[src/rtl/seq_alu.sv]
// seq_alu: clocked calculator ALU with a start/busy/done handshake and status flags.
// Add, subtract and the logic ops finish in one execute cycle. Unsigned multiply
// (shift-add, LSB first) and divide (restoring, MSB first) take WIDTH iterations.
module seq_alu #(
    parameter int WIDTH = 8,
    parameter int CNT_W = 6
) (
    input  logic             clk,
    input  logic             rst_n,
    input  logic             start,
    input  logic [WIDTH-1:0] a,
    input  logic [WIDTH-1:0] b,
    input  logic [2:0]       sel,
    output logic [WIDTH-1:0] y,
    output logic [WIDTH-1:0] y_hi,
    output logic             busy,
    output logic             done,
    output logic             zero,
    output logic             carry,
    output logic             ovf,
    output logic             dz
);

    localparam logic [2:0] OP_ADD = 3'b000;
    localparam logic [2:0] OP_SUB = 3'b001;
    localparam logic [2:0] OP_AND = 3'b010;
    localparam logic [2:0] OP_OR  = 3'b011;
    localparam logic [2:0] OP_XOR = 3'b100;
    localparam logic [2:0] OP_NOT = 3'b101;
    localparam logic [2:0] OP_MUL = 3'b110;
    localparam logic [2:0] OP_DIV = 3'b111;

    // The iteration states spend counts 0..WIDTH-1 on the bit steps and count
    // WIDTH on committing the result, which is why the counter must reach WIDTH.
    localparam logic [CNT_W-1:0] LAST_CNT = CNT_W'(WIDTH);

    typedef enum logic [2:0] {
        IDLE,
        EXEC,
        MUL_IT,
        DIV_IT,
        FIN
    } state_t;

    state_t           state_reg;
    state_t           state_next;
    logic [CNT_W-1:0] cnt_reg;

    // Operands captured at acceptance; later changes on a/b/sel are ignored.
    logic [WIDTH-1:0] a_reg;
    logic [WIDTH-1:0] b_reg;
    logic [2:0]       sel_reg;

    // Shared iteration registers.
    // MUL: work_hi = partial product high half, work_lo = multiplier shifting out / product low half.
    // DIV: work_hi = partial remainder, work_lo = dividend shifting out / quotient shifting in.
    logic [WIDTH-1:0] work_hi;
    logic [WIDTH-1:0] work_lo;

    logic             accept;
    logic [WIDTH:0]   add_full;
    logic [WIDTH-1:0] sub_res;
    logic [WIDTH-1:0] exec_y;
    logic [WIDTH-1:0] exec_hi;
    logic             exec_carry;
    logic             exec_ovf;
    logic             exec_dz;
    logic [WIDTH-1:0] mul_add;
    logic [WIDTH:0]   mul_sum;
    logic [WIDTH:0]   div_shift;
    logic             div_ge;
    logic [WIDTH-1:0] div_rem;

    assign accept = (state_reg == IDLE) && start;

    // State register and iteration counter.
    always_ff @(posedge clk or negedge rst_n) begin
        if (!rst_n) begin
            state_reg <= IDLE;
            cnt_reg   <= '0;
        end else begin
            state_reg <= state_next;
            if ((state_reg == MUL_IT) || (state_reg == DIV_IT)) begin
                cnt_reg <= cnt_reg + CNT_W'(1);
            end else begin
                cnt_reg <= '0;
            end
        end
    end

    // Next-state selection and handshake outputs decoded from the state.
    always_comb begin
        state_next = state_reg;
        busy       = 1'b0;
        done       = 1'b0;
        case (state_reg)
            IDLE: begin
                if (start) begin
                    if (sel == OP_MUL) begin
                        state_next = MUL_IT;
                    end else if ((sel == OP_DIV) && (b != '0)) begin
                        state_next = DIV_IT;
                    end else begin
                        state_next = EXEC;
                    end
                end
            end
            EXEC: begin
                busy       = 1'b1;
                state_next = FIN;
            end
            MUL_IT, DIV_IT: begin
                busy = 1'b1;
                if (cnt_reg == LAST_CNT) begin
                    state_next = FIN;
                end
            end
            FIN: begin
                done       = 1'b1;
                state_next = IDLE;
            end
            default: state_next = IDLE;
        endcase
    end

    // Single-cycle result and flags for the EXEC path (includes divide by zero).
    always_comb begin
        add_full   = {1'b0, a_reg} + {1'b0, b_reg};
        sub_res    = a_reg - b_reg;
        exec_y     = '0;
        exec_hi    = '0;
        exec_carry = 1'b0;
        exec_ovf   = 1'b0;
        exec_dz    = 1'b0;
        case (sel_reg)
            OP_ADD: begin
                exec_y     = add_full[WIDTH-1:0];
                exec_carry = add_full[WIDTH];
                exec_ovf   = (a_reg[WIDTH-1] == b_reg[WIDTH-1]) &&
                             (add_full[WIDTH-1] != a_reg[WIDTH-1]);
            end
            OP_SUB: begin
                exec_y     = sub_res;
                exec_carry = (a_reg < b_reg);
                exec_ovf   = (a_reg[WIDTH-1] != b_reg[WIDTH-1]) &&
                             (sub_res[WIDTH-1] != a_reg[WIDTH-1]);
            end
            OP_AND: exec_y = a_reg & b_reg;
            OP_OR:  exec_y = a_reg | b_reg;
            OP_XOR: exec_y = a_reg ^ b_reg;
            OP_NOT: exec_y = ~a_reg;
            OP_DIV: begin
                // Only reached here when the divisor is zero.
                exec_y  = '1;
                exec_hi = a_reg;
                exec_dz = 1'b1;
            end
            default: exec_y = '0;
        endcase
    end

    // One shift-add multiply step and one restoring divide step.
    always_comb begin
        mul_add   = work_lo[0] ? a_reg : '0;
        mul_sum   = {1'b0, work_hi} + {1'b0, mul_add};
        div_shift = {work_hi, work_lo[WIDTH-1]};
        div_ge    = (div_shift >= {1'b0, b_reg});
        div_rem   = div_ge ? (div_shift[WIDTH-1:0] - b_reg) : div_shift[WIDTH-1:0];
    end

    // Operand capture, iteration datapath and registered results/flags.
    always_ff @(posedge clk or negedge rst_n) begin
        if (!rst_n) begin
            a_reg   <= '0;
            b_reg   <= '0;
            sel_reg <= '0;
            work_hi <= '0;
            work_lo <= '0;
            y       <= '0;
            y_hi    <= '0;
            zero    <= 1'b0;
            carry   <= 1'b0;
            ovf     <= 1'b0;
            dz      <= 1'b0;
        end else begin
            case (state_reg)
                IDLE: begin
                    if (accept) begin
                        a_reg   <= a;
                        b_reg   <= b;
                        sel_reg <= sel;
                        work_hi <= '0;
                        work_lo <= (sel == OP_MUL) ? b : a;
                    end
                end
                EXEC: begin
                    y     <= exec_y;
                    y_hi  <= exec_hi;
                    zero  <= (exec_y == '0);
                    carry <= exec_carry;
                    ovf   <= exec_ovf;
                    dz    <= exec_dz;
                end
                MUL_IT: begin
                    if (cnt_reg != LAST_CNT) begin
                        work_hi <= mul_sum[WIDTH:1];
                        work_lo <= {mul_sum[0], work_lo[WIDTH-1:1]};
                    end else begin
                        y     <= work_lo;
                        y_hi  <= work_hi;
                        zero  <= ({work_hi, work_lo} == '0);
                        carry <= 1'b0;
                        ovf   <= (work_hi != '0);
                        dz    <= 1'b0;
                    end
                end
                DIV_IT: begin
                    if (cnt_reg != LAST_CNT) begin
                        work_hi <= div_rem;
                        work_lo <= {work_lo[WIDTH-2:0], div_ge};
                    end else begin
                        y     <= work_lo;
                        y_hi  <= work_hi;
                        zero  <= (work_lo == '0);
                        carry <= 1'b0;
                        ovf   <= 1'b0;
                        dz    <= 1'b0;
                    end
                end
                default: ;
            endcase
        end
    end

endmodule

[config.mk]
export PLATFORM = sky130hd
export DESIGN_NAME = seq_alu
export DESIGN_NICKNAME = d
export VERILOG_FILES = /design/src/rtl/seq_alu.sv
export SDC_FILE = /design/constraint.sdc
export NUM_CORES = 1
export LEC_CHECK = 0
export CORE_ASPECT_RATIO = 0.8
export CORE_MARGIN = 1.5
export CORE_UTILIZATION = 60
export CTS_BUF_LIST = sky130_fd_sc_hd__clkbuf_2 sky130_fd_sc_hd__clkbuf_4 sky130_fd_sc_hd__clkbuf_8
export DETAILED_ROUTE_END_ITERATION = 8
export PLACE_DENSITY_LB_ADDON = 0.3
export SLEW_MARGIN = 5
export SYNTH_ARGS = -nofsm -noshare
export SYNTH_HDL_FRONTEND = slang
export SYNTH_SLANG_ARGS = --single-unit
[constraint.sdc]
create_clock -name clk -period 3.1 [get_ports clk]
set_input_delay 0.62 -clock clk [delete_from_list [all_inputs] [get_ports clk]]
set_output_delay 0.62 -clock clk [all_outputs]
set_load 0.02 [all_outputs]
# [After elaboration in Yosys (flattened, before gate mapping)]
# Index checks and enable logic that the tools add are counted.
[word_totals] regBits=64 in_bits=22 output_inout_bits=22 word_cells=108
[classes] n_addsub=5 magnitude_cmp=2 n_eq_ne=26 n_mux=36 bitwise_logic=4 reduce_logical=22
[op_table] op="$mux W8" count=12
[op_table] op="$pmux W8 S7" count=1
[op_table] op="$pmux W8 S3" count=2
[op_table] op="$pmux W8 S2" count=2
[op_table] op="$add A8 B8 Y9" count=2
[op_table] op="$eq A3 B3 Y1 const B" count=6
[op_table] op="$logic_not A16 Y1" count=1
[op_table] op="$logic_not A8 Y1" count=2
[op_table] op="$reduce_bool A8 Y1" count=2
[op_table] op="$sub A8 B8 Y8" count=2
[op_table] op="$eq A3 B2 Y1 const B" count=4
[op_table] op="$ne A2 B2 Y1 const B" count=5
[op_table] op="$ge A9 B8 Y1" count=1
[op_table] op="$pmux W3 S3" count=1
[op_table] op="$and A8 B8 Y8" count=1
[op_table] op="$lt A8 B8 Y1" count=1
[op_table] op="$not A8 Y8" count=1
[op_table] op="$or A8 B8 Y8" count=1
[op_table] op="$pmux W1 S2" count=4
[op_table] op="$xor A8 B8 Y8" count=1
[op_table] op="$mux W1" count=7
[op_table] op="$add A6 B1 Y6 const B" count=1
[op_table] op="$eq A3 B1 Y1 const B" count=2
[op_table] op="$eq A6 B4 Y1 const B" count=1
[op_table] op="18 further kinds" count=32

# [Depth between registers and ports, before layout]
# Gate-level depths: netlist of the first run.
[depth] depth_word=6 mapped_depth=11 ltp_nobuf=11

# [Least setup slack after synthesis of the first run]
# OpenSTA, ideal clock, no wires.
[synth_path] kind="register to register" from="register work_lo[0]" to="register work_hi[7]" setup_ns=0.126 arrival_time_ns=2.346 required_ns=2.974 setup_slack_ns=0.628 stages_incl_launch_ff=12 path_buffers=1 synth_period_minus_slack_ns=2.472 path_cell_list="dfrtp_1 clkbuf_1 and2_1 ha_1 fa_1 a21o_1 a21oi_1 o21ai_0 a21o_1 a21oi_1 nor3_1 a221o_1"
[synth_via] elab_chain_cells=4
[synth_rtl] element="from (decl)" line_no="58" source="logic [WIDTH-1:0] work_lo;"
[synth_rtl] element="from (signal assigned)" line_no="193" source="work_lo <= (sel == OP_MUL) ? b : a;"
[synth_rtl] element="from (signal assigned)" line_no="207" source="work_lo <= {mul_sum[0], work_lo[WIDTH-1:1]};"
[synth_rtl] element="from (signal assigned)" line_no="220" source="work_lo <= {work_lo[WIDTH-2:0], div_ge};"
[synth_rtl] element="$mux W8" line_no="164" source="mul_add = work_lo[0] ? a_reg : '0;"
[synth_rtl] element="$add A8 B8 Y9" line_no="165" source="mul_sum = {1'b0, work_hi} + {1'b0, mul_add};"
[synth_rtl] element="$mux W8" line_no="205" source="if (cnt_reg != LAST_CNT) begin"
[synth_rtl] element="$pmux W8 S3" line_no="186" source="case (state_reg)"
[synth_rtl] element="to (signal assigned)" line_no="206" source="work_hi <= mul_sum[WIDTH:1];"
[synth_rtl] element="to (signal assigned)" line_no="219" source="work_hi <= div_rem;"
[synth_rtl] element="to (decl)" line_no="57" source="logic [WIDTH-1:0] work_hi;"
# No other way between the ends. The select of a mux whose other input is x is not followed.
# A chain may end at the register's enable or synchronous reset.

# [Worst setup path in the final report of the first run]
[layout_path] from="register a_reg[1]" to="register y[7]"
[layout_via] elab_chain_cells=3 elab_cells_between_ends=4 classes_between="add/sub (2); mux (2)"
[layout_rtl] element="from (decl)" line_no="50" source="logic [WIDTH-1:0] a_reg;"
[layout_rtl] element="from (signal assigned)" line_no="174" source="a_reg <= '0;"
[layout_rtl] element="from (signal assigned)" line_no="189" source="a_reg <= a;"
[layout_rtl] element="$sub A8 B8 Y8 or $add A8 B8 Y9 (tied branches)" line_no="129, 128"
[layout_rtl] element="$pmux W8 S7 (*)" line_no="135" source="case (sel_reg)"
[layout_rtl] element="$pmux W8 S2 (*)" line_no="186"
[layout_rtl] element="to (signal assigned)" line_no="197" source="y <= exec_y;"
[layout_rtl] element="to (signal assigned)" line_no="209" source="y <= work_lo;"
[layout_rtl] element="to (signal assigned)" line_no="222" source="y <= work_lo;"
[layout_rtl] element="to (decl)" line_no="14" source="output logic [WIDTH-1:0] y,"
# Every way passes the cells marked *; elsewhere a longest branch is shown, timed or not.

==> impl_results.md, run 1 <==
* Status: completed
* DRC viols at 0
* Synth top area cells: dfrtp_1 33%, ha_1 11%, o21ai_0 7.2%
* Post-synthesis instance total at 593
* Die height at roughly 84 um
* Clk root buf: clkbuf_8
* Critical path origin: a_reg[1]
* Finished Layout Cells at 745
* First-pass GRT wire length at 23900 um
* CP required at 3380 ps
* Final period util at 93.3%
* Nets at 700
* Cell family with most CP delay: compound AO/OA/AOI/OAI gates
* Syn-to-layout area delta at 15.6%
* Count of final hold-check violations at 0
* Syn avg cell area at between 8 and 9 um^2
* Worst-skew pair later-pin latency at 360 ps
* Setup TNS at 0 ps
* Combinational family with the most area after synthesis: compound AO/OA/AOI/OAI gates
* Die width at 104 um
* Syn Nets at 661
* CTS HTree Levels at 3
* Distinct cell type count after synthesis at 64
* Initial Util at 61.9%
* Simple logic cell fraction of the synthesized area at between 15 and 20%
* CTS tree: yes
* # hold bufs at CTS at 0
* Drt first pass iters at 5
* Critical Path Source Type: flop
* WL/cell at 19.8 um
* Via count at 4923
* Post-synth EDFFs at 0
* Setup ws final at just over 200 ps
* Initial DRC count at about 730
* I/O pins at 44
* Grt total ovfl at 0
* Hold Path Class: in -> async
* Slew @ Worst Pin at ~870 ps
* Largest net degree at the start of global routing at 40
* Most frequent cells in the layout: 87 x nand2_1, 70 x o21ai_0, 64 x dfrtp_1
* Critical path cell sequence: inv_1 -> ha_1 -> nand3_1 -> nand2_1 -> a2111oi_0 -> o21ai_0 -> a32oi_1 -> mux2i_1 -> o21ai_0
* Row Count at 29
* Slew margin rel. at between 40 and 50%
* Max IR drop VDD at 0.000648 V
* Dpl hpwl at ~11000 um
* Placeable Area at about 8000 um^2
* Clk_skew at 10.1 ps
* Post-synthesis mux area share at 3.20%
* R2R Path End: y[7]
* Tot GR Track Use at 35.1%
* XOR/XNOR Fraction of Synth Area at 2.86%
* Adder-cell share of the synthesized area at 12.4%
* Synth Cell Area at 4890 um^2
* Final ANT Viol Nets at 0
* Asr flop ratio synth at 100%
* RD Place Congestion at 1.04
* Sink Count at 64
* Worst flop-to-flop path startpoint: a_reg[1]
* Worst path bufs/invs at 1
* Layout cells sized above 1 at 7.06%
* Leakage at about 2.5 nW
* Pins over their slew limit at 0
* Postcts setup bufs at 0
* Number of global-route vias before repair at 4531
* WL final at between 10000 and 15000 um
* Most common cell after layout, fill and taps aside: nand2_1
* Top-area cell type share of the netlist area at 32.7%
* Pwr Total at 7.39 mW
* Yosys top cell by area: dfrtp_1
* Syn. warnings at 0
* Most frequent CP cell: o21ai_0
* RSZ-0062 raised after global routing: no
* Crit-path max cell delay at approximately 730 ps
* Drt via density at 6.61
* CP arrival at 3180 ps
* Initial antenna violation count at 1
* Synthesis-stage register bit count at 64
* # Max-Cap Violations at 0
* CTS clk-pin slew, worst paths at 80 ps
* Highest-delay cell along the critical path: a2111oi_0
* Number of port buffers at 43
* Top FF cell, synth: dfrtp_1
* Compound-gate portion of the synthesized area at 24.0%
* Setup slack at placement at about 400 ps
* Clock buffer depth at 2
* Crit path kind: reg -> reg
* Sequential cell area fraction in the yosys report at 32.7%
* CTS resizes at 0
* Die area at around 8700 um^2
* TritonCTS buffer count at 9
* # setup viols final at 0
* R2R Setup Slk at between 200 and 250 ps
* Worst reg-to-reg path cell count at 9
* ANT cells at 0
* Util after Layout at between 70% and 80%
* Fmax at 346 MHz
* Setup crit end kind: flop
* PD cells at 1310 nW/um^2
* Placed instance count at 729
* Fin crit period at 2890 ps
* Worst-path maximum fanout at 7
cell families after synthesis:
family          after synthesis
fa+ha+maj                    46
flops                        64
mux                          15
buf+inv                      61
compound gates              183
simple gates                208
xor+xnor                     16
how the worst max path moves through the flow:
stage | to | slack (ps) | cells past startpoint
after global placement | work_hi[7] | 460 | 10
final | y[7] | 210 | 9
after global routing | y[7] | 150 | 9
after floorplan | work_hi[7] | 630 | 11
after CTS | work_hi[4] | 380 | 10
after detailed placement | work_hi[4] | 400 | 10
per-stage QoR:
stage,hold WS (ps),area (um^2)
after floorplan,324,4890
after global placement,460,5430
after detailed placement,470,5430
after CTS,318,5660
after global routing,371,5660
final,304,5660
layer usage:
layer / GRT usage [%] / wire length (um) / vias up
li1: - / - / 2184
met1: 49.1 / 5970 / 2295
met2: 52.6 / 6220 / 372
met3: 9.06 / 1970 / 70
met4: 13.0 / 547 / 2
met5: 0 / 12 / -
power by group:
group,internal (mW),switching [mW],total [mW]
registers,1.19,0.536,1.72
logic,1.96,2.86,4.82
clock network,0.461,0.385,0.846
Yosys cell counts (6+ instances only):
master,count
a21o_1,6
a21oi_1,31
a22oi_1,10
and2_1,13
buf_2,8
clkbuf_1,15
dfrtp_1,64
ha_1,42
inv_1,32
mux2i_1,10
nand2_1,87
nand2b_1,9
nand3_1,16
nor2_1,45
nor2b_1,7
nor3_1,8
o21a_1,6
o21ai_0,70
o221ai_1,7
xnor2_1,8
xor2_1,8
cell type report:
| type | count | area (um^2) |
|---|---|---|
| Timing Repair Buffer | 56 | 523 |
| Sequential cell | 64 | 1600 |
| Inverter | 33 | 124 |
| Clock inverter | 7 | 103 |
| Tap cell | 108 | 135 |
| Fill cell | 629 | 2250 |
| Clock buffer | 9 | 124 |
| Multi-Input combinational cell | 468 | 3050 |
Power figures use the tool's default switching activity.
==> inputs of run 2 (changes only) <==
Settings changed: RECOVER_POWER set to 25.
Clock period 3.1 ns to 2.9 ns, I/O delays scaled along.
==> impl_results.md, run 2 (same netlist as run 1, synthesis figures left out) <==
* Status: finished with violations
* Failing checks: max-capacitance violations, max-slew violations
* Crit path kind: reg -> reg
* PD cells at 1390 nW/um^2 (+6.3%)
* CP arrival at 2930 ps (-250 ps)
* Worst-skew pair later-pin latency at 350 ps (about the same)
* Layout cells sized above 1 at 8.50% (+1.4 points)
* # Max-Cap Violations at 1 (+1)
* Worst-path maximum fanout at 12 (+5)
* Die width at 104 um (unchanged)
* Initial DRC count at 502 (-32%)
* Setup crit end kind: flop
* Filler cells at 632 (+0.48%)
* CTS clk-pin slew, worst paths at 80 ps (about the same)
* Grt total ovfl at 0 (unchanged)
* CTS tree: yes
* Slew margin rel. at -8.42% (-51 points)
* Dpl cell area at 5520 um^2 (+1.6%)
* Fmax at 370 MHz (+7.0%)
* Initial antenna violation count at 0 (-1)
* Sink Count at 64 (unchanged)
* Pins over their slew limit at 32 (+32)
* Final ANT Viol Nets at 0 (unchanged)
* Most common cell after layout, fill and taps aside: nand2_1
* DRC viols at 0 (unchanged)
* Finished Layout Cells at 755 (+1.3%)
* Setup ws final at 197 ps (-10.8 ps)
* Largest net degree at the start of global routing at 40 (unchanged)
* Drt via density at 6.35 (-3.9%)
* Initial Util at 61.9% (unchanged)
* I/O pins at 44 (unchanged)
* WL final at 15000 um (+1.8%)
* Most frequent cells in the layout: 87 x nand2_1, 70 x o21ai_0, 64 x dfrtp_1
* Dpl hpwl at 11400 um (+4.5%)
* Clk_skew at 16.9 ps (+6.87 ps)
* Number of global-route vias before repair at 4718 (+4.1%)
* Pwr Total at 7.94 mW (+7.4%)
* Hold Path Class: reg -> reg
* Via count at 4797 (-2.6%)
* Drt first pass iters at 5 (unchanged)
* Nets at 710 (+1.4%)
* Critical Path Source Type: flop
* Slew @ Worst Pin at 1630 ps (+759 ps)
* First-pass GRT wire length at 24800 um (+3.6%)
* Max IR drop VDD at 0.000972 V (+50%)
* Clock buffer depth at 2 (unchanged)
* Placeable Area at 7910 um^2 (unchanged)
* Die height at 83.8 um (unchanged)
* RSZ-0062 raised after global routing: no
* Tot GR Track Use at 36.8% (+1.7 points)
* TritonCTS buffer count at 9 (unchanged)
* # hold bufs at CTS at 0 (unchanged)
* CTS resizes at 0 (unchanged)
* Worst hold slack at 492 ps (+188 ps)
* ANT cells at 0 (unchanged)
* Syn-to-layout area delta at 16.8%
* Fin crit period at 2700 ps (-189 ps)
* CP required at 3130 ps (-250 ps)
* Count of final hold-check violations at 0 (unchanged)
* Final period util at 93.2% (about the same)
* WL/cell at 19.9 um (+0.50%)
* RD Place Congestion at 1.03 (-0.81%)
* Setup TNS at 0 ps (unchanged)
* Row Count at 29 (unchanged)
* Design area at 5710 um^2 (+1.0%)
* Setup slack at placement at 121 ps (-276 ps)
* # setup viols final at 0 (unchanged)
* Die area at 8710 um^2 (unchanged)
* Number of port buffers at 43 (unchanged)
* Util after Layout at 72.2% (+0.74 points)
* Postcts setup bufs at 0 (unchanged)
* Leakage at 2.54 nW (+1.4%)
* Placed instance count at 739 (+1.4%)
* Clk root buf: clkbuf_8
* CTS HTree Levels at 3 (unchanged)
[run 2: per-layer routing]
layer / global-route usage (%) / routed length [um] / vias to the layer above
li1: - / - / 2215
met1: 50.9 / 6400 / 2260
met2: 54.2 / 6410 / 286
met3: 11.4 / 1740 / 36
met4: 14.0 / 464 / 0
met5: 0 / 0 / -
[run 2: final timing paths]
path	cells past startpoint	from	slack (ps)	end
min in group asynchronous	1	rst_n	630	zero
min reg2reg	2	y[0]	490	y[0]
min	2	y[0]	490	y[0]
max reg2reg	10	work_lo[0]	200	work_hi[7]
max	10	work_lo[0]	200	work_hi[7]
max in group asynchronous	2	rst_n	570	a_reg[4]
[run 2: worst max-delay path, stage by stage (launching register included)]
cell	delay, ps
dfrtp_1	490
and2_1	190
ha_1	200
fa_1	410
a21o_1	180
a21oi_1	240
o21ai_0	180
a21o_1	210
a21oi_1	140
nor3_1	60
a221o_1	290
[run 2: power by group]
part           total (mW)  switching, mW  internal (mW)  leakage (nW)
clock               0.829          0.405          0.424        0.0989
combinational        5.39           3.19           2.20          1.63
sequential           1.73          0.456           1.27         0.817
total                7.94           4.05           3.89          2.54
[run 2: final cells by class]
class | instances | area, um^2 | share of cell area (%)
clock buffers | 10 | 138 | 2.41
clock inverters | 6 | 67.6 | 1.18
inverters | 33 | 124 | 2.17
multi-input cells | 468 | 3050 | 53.4
flip-flops and latches | 64 | 1600 | 28.0
well taps | 108 | 135 | 2.36
repair buffers | 66 | 594 | 10.4
==> variant 1 (settings of run 2) <==
Reset style: synchronous (`rst_n`), changed in 2 clocked blocks.
--- a/src/rtl/seq_alu.sv
+++ b/src/rtl/seq_alu.sv
@@ -74,7 +74,7 @@
     assign accept = (state_reg == IDLE) && start;
 
     // State register and iteration counter.
-    always_ff @(posedge clk or negedge rst_n) begin
+    always_ff @(posedge clk) begin
         if (!rst_n) begin
             state_reg <= IDLE;
             cnt_reg   <= '0;
@@ -169,7 +169,7 @@
     end
 
     // Operand capture, iteration datapath and registered results/flags.
-    always_ff @(posedge clk or negedge rst_n) begin
+    always_ff @(posedge clk) begin
         if (!rst_n) begin
             a_reg   <= '0;
             b_reg   <= '0;
Check against the original RTL: differs if rst_n is asserted again (counterexample within 4 cycles, from zero or initial values and one cycle with rst_n low); with rst_n held inactive, the same outputs for 10 cycles.
==> variant 1 against run 2 <==
The flow finishes with violations (max-capacitance violations). Wire length up 9.0%. Sequential cell count unchanged. First-iteration DRC count up 7.4%. Via count up 11%. Final area up 2.4%. Worst setup slack worse by 0.15 ns. Critical path depth down 2. Area after synthesis about the same. Critical path type unchanged. Critical endpoint is now zero. Highest routed layer unchanged.
Power is not compared: it rests on default switching activity, and its combinational part moved more than twofold at a synthesized area within 25%.
==> variant 1: results <==
group,metric,value,unit
synth,yosys-top-cells-count,"nand2_1, dfxtp_1, a21oi_1, nor2_1, ha_1",
synth,yosys.cell_types.count,69,
worst_hold_path,min_from,"y[7]",
timing,finalMaxSlewViolations,0,
synth,synth_nets,717,
placed_design,placed_area,5600,sq um
grt,grt_use_total,38.2,%
synth,yosys-top-cells-area,"dfxtp_1, ha_1, nand2_1",
detailed_routing,vias,5326,
worst_hold_path,whs_path_depth,2,
placed_design,gp_congestion,1.00,
job,maxCapViolCount,1,
detailed_routing,detail_route.iter0.violations,539,
setup_path,reg2reg_slack,0.05,ns
detailed_routing,wirelength_met1,6660,um
setup_path,cp.arrival,3.14,ns
placed_design,hpwl,12300,um
grt,grt_first_pass_wirelength,26100,um
placed_design,port_buffers,43,
cells_and_area,final_cells,821,
outcome,outcome,"complete, but fails checks",
setup_path,critPathMaxFanout,5,
synth,avgSynthCellArea,7.53,sq um
timing,slew_headroom,0.794,%
synth,async_reset_ff_share,0,%
detailed_routing,route.met2.wl,7180,um
grt,grt_max_degree,46,
setup_path,startpoint,"b_reg[0]",
detailed_routing,wl_met3,1930,um
synth,synthXorXnorAreaFrac,3.20,%
outcome,violations,"max-capacitance violations",
setup_path,r2r_cells,8,
detailed_routing,detail_route.wl_per_cell,19.9,um
worst_hold_path,hold_path_end,"y[7]",
grt,grt_pass1_vias,5124,
synth,synth_mux_area_share,2.23,%
placed_design,dpl.cell_count,804,
synth,yosysSeqAreaShare,26.2,%
synth,synth_flop_cell,"dfxtp_1",
timing,worst_hold_slack,0.469,ns
cells_and_area,nets,776,
synth,synthAdderAreaFrac,12.4,%
synth,synth_compound_area_share,25.4,%
timing,clock_skew,0.00749,ns
variant 1: cell count changes after synthesis, sizes merged, moves of 10 or more:
cell	delta
a21oi	+32
a221oi	+12
clkbuf	+10
dfrtp	-64
dfxtp	+64
nor2	+16
nor3	+12
o21ai	-38
variant 1: cells by family after synthesis:
family,count (synthesis)
xor+xnor,17
flops,64
simple gates,252
buf+inv,70
compound gates,190
fa+ha+maj,46
mux,10
variant 1: routing by layer:
metal	vias up	GRT usage, %
li1	2435	-
met4	0	14.6
met5	-	0
met2	360	60.4
met1	2473	50.5
met3	58	9.37
variant 1: layout make-up:
class / count / area (sq um)
well taps: 108 / 135
clock inverters: 6 / 91.3
inverters: 32 / 120
clock buffers: 10 / 138
fillers: 638 / 2060
flip-flops and latches: 64 / 1280
multi-input cells: 515 / 3340
repair buffers: 86 / 747
variant 1: through the flow:
stage	worst slack, ns	TNS [ns]
2_1_floorplan	0.201	0
3_3_place_gp	0.0997	0
3_5_place_dp	-0.00974	-0.00974
4_1_cts	0.0263	0
5_1_grt	-0.000853	-0.000853
6_report	0.0507	0
variant 1: power by group:
group	switching [mW]	internal, mW
logic	0.703	0.533
clock network	0.394	0.512
registers	0.0898	0.956
variant 1: worst max-delay path, stage by stage, from the launching register on:
cell	delay (ns)
dfxtp_1	0.36
ha_1	0.25
fa_1	0.42
nor4b_1	0.16
a211oi_1	0.21
o221ai_1	0.17
or4_1	0.57
or4b_1	0.49
o22ai_1	0.15
variant 1: repair_timing:
action,4_1_cts,5_1_grt
hold buffers,0,0
gates resized for setup,1,5
buffers inserted,0,1
setup endpoints to repair,1,6
pin swaps,0,2
==> variant 2 (config.mk and constraints of run 2) <==
Without the edit above. `WIDTH`: 8 -> 12.
--- a/src/rtl/seq_alu.sv
+++ b/src/rtl/seq_alu.sv
@@ -2,7 +2,7 @@
 // Add, subtract and the logic ops finish in one execute cycle. Unsigned multiply
 // (shift-add, LSB first) and divide (restoring, MSB first) take WIDTH iterations.
 module seq_alu #(
-    parameter int WIDTH = 8,
+    parameter int WIDTH = 12,
     parameter int CNT_W = 6
 ) (
     input  logic             clk,
Ports: changed (resized a, b, y and y_hi); port bits go from 44 to 60. The function was not compared with the original's and may differ.
==> variant 2 against run 2 <==
The flow still finishes with violations (max-capacitance violations, max-slew violations). Die area grew 46%. Worst setup slack lost 0.16 ns. Sequential cell count grew 24. Hold slack lost 0.014 ns. Final area grew 55%. Wire length grew 67%. Critical path type unchanged. Critical path depth is the same. Largest cell class unchanged. Fmax shrank 5.7%. Area after synthesis grew 47%.
Power is left out: the tool's default activity adds up to more than one toggle a clock period on the data nets, which glitch-free logic cannot reach.
==> variant 2: results <==
group,metric,value,unit
outcome,outcome,"complete, but fails checks",
outcome,violations,"max-capacitance violations, max-slew violations",
detailed_routing,dr.pass1.iters,6,
placed_design,port_buffers,59,
setup_path,path_delay_family,"compound AO/OA/AOI/OAI gates",
worst_hold_path,hold_class,"register to register",
timing,worst_hold_slack,0.478,ns
grt,grt_max_degree,62,
synth,avgSynthCellArea,8.17,sq um
cells_and_area,n_fill_cell,881,
placed_design,hpwl,18300,um
grt,grt_antenna_before_repair,0,
detailed_routing,finalWirelength,25100,um
grt,grt_use_total,39.3,%
timing,finalMaxSlewViolations,29,
cells_and_area,diodes,0,
clock_network,root_buffer,"clkbuf_8",
synth,yosys-top-cells-count,"nand2_1, o21ai_0, dfrtp_1, ha_1, nor2_1",
timing,slew_headroom,-6.87,%
clock_network,clk_pin_slew,0.10,ns
clock_network,cts_resized,2,
grt,grt_pass1_vias,6740,
clock_network,clk_latency,0.38,ns
synth,yosys-top-cells-area,"dfrtp_1, ha_1, o21ai_0",
placed_design,placed_area,8380,sq um
synth,yosysSeqAreaShare,30.5,%
setup_path,cp.arrival,3.16,ns
timing,final.min_clock_period,2.87,ns
placed_design,gp_congestion,0.982,
synth,yosys.cell_types.count,72,
setup_path,critPathMaxStageDelay,0.55,ns
detailed_routing,highest-signal-layer,"met4",
cells_and_area,final_cells,1130,
clock_network,post_cts_buffers,0,
setup_path,critPathMaxFanout,4,
clock_network,htree_levels,3,
timing,clock_skew,0.0147,ns
job,maxCapViolCount,1,
clock_network,cts_buffers,9,
synth,synth_nets,983,
synth,synth_flop_cell,"dfrtp_1",
synth,synth.yosys.warnings,0,
placed_design,dp_worst_setup_slack,0.00110,ns
cells_and_area,drive_gt1_share,16.6,%
grt,grt_first_pass_wirelength,37600,um
synth,async_reset_ff_share,100,%
detailed_routing,wirelength_met1,10500,um
clock_network,cts.path.max_buffers,2,
detailed_routing,route.met2.wl,10500,um
detailed_routing,wl_met3,3190,um
setup_path,reg2reg_slack,0.03,ns
setup_path,critPathSlowestCell,"or4_4",
detailed_routing,vias,7435,
detailed_routing,detail_route.iter0.violations,910,
## variant 2: cell types whose count changed in the layout (fill, tap and decap cells not counted), moves of 11 or more
cell             before  now
nor3_1                8   24
nand2_1              87  116
dfrtp_1              64   84
ha_1                 42   56
buf_4                22   66
and3_1                1   12
o21ai_0              70   96
nor2_1               45   62
clkdlybuf4s50_1      42   58
## variant 2: tightest hold or removal path, delay by kind of cell (launching register included)
kind | cells | cell delay (ns)
DFF | 1 | 0.35
and+or+nand+nor | 2 | 0.10
## variant 2: layout make-up
cell class | instances | share of cell area (%)
repair buffers | 130 | 13.1
well taps | 148 | 2.09
flip-flops and latches | 88 | 25.0
multi-input cells | 705 | 55.8
clock buffers | 10 | 1.49
inverters | 43 | 1.82
clock inverters | 6 | 0.764
## variant 2: final timing paths
check                              start        to  depth (start not counted)
worst max-delay path            a_reg[1]      zero                         10
worst min-delay path                  dz        dz                          2
worst max register to register  a_reg[1]      zero                         10
worst min register to register        dz        dz                          2
max in group asynchronous          rst_n  a_reg[3]                          2
min in group asynchronous          rst_n      y[4]                          1
## variant 2: cells by family (layout without fill, tap and decap cells)
kind of cell,count (synthesis),after routing,synth area share [%]
adders and majority gates,70,70,12.6
muxes,28,28,4.25
xor gates and xnor gates,29,29,3.52
buffers and inverters,90,189,4.85
and+or+nand+nor,320,320,21.1
AOI/OAI and AO/OA,258,258,23.2
DFF,88,88,30.5
## variant 2: stage by stage
step	util, %	TNS, ns
global placement	72.2	0
global route	76.2	-0.0676
finish	76.2	0
floorplan	-	0
detailed placement	72.2	0
CTS	74.0	0
## variant 2: layer usage
layer / GRT usage, % / up-vias
met5: 0 / -
met4: 13.2 / 0
met3: 11.9 / 66
met2: 56.8 / 498
met1: 56.0 / 3499
li1: - / 3372
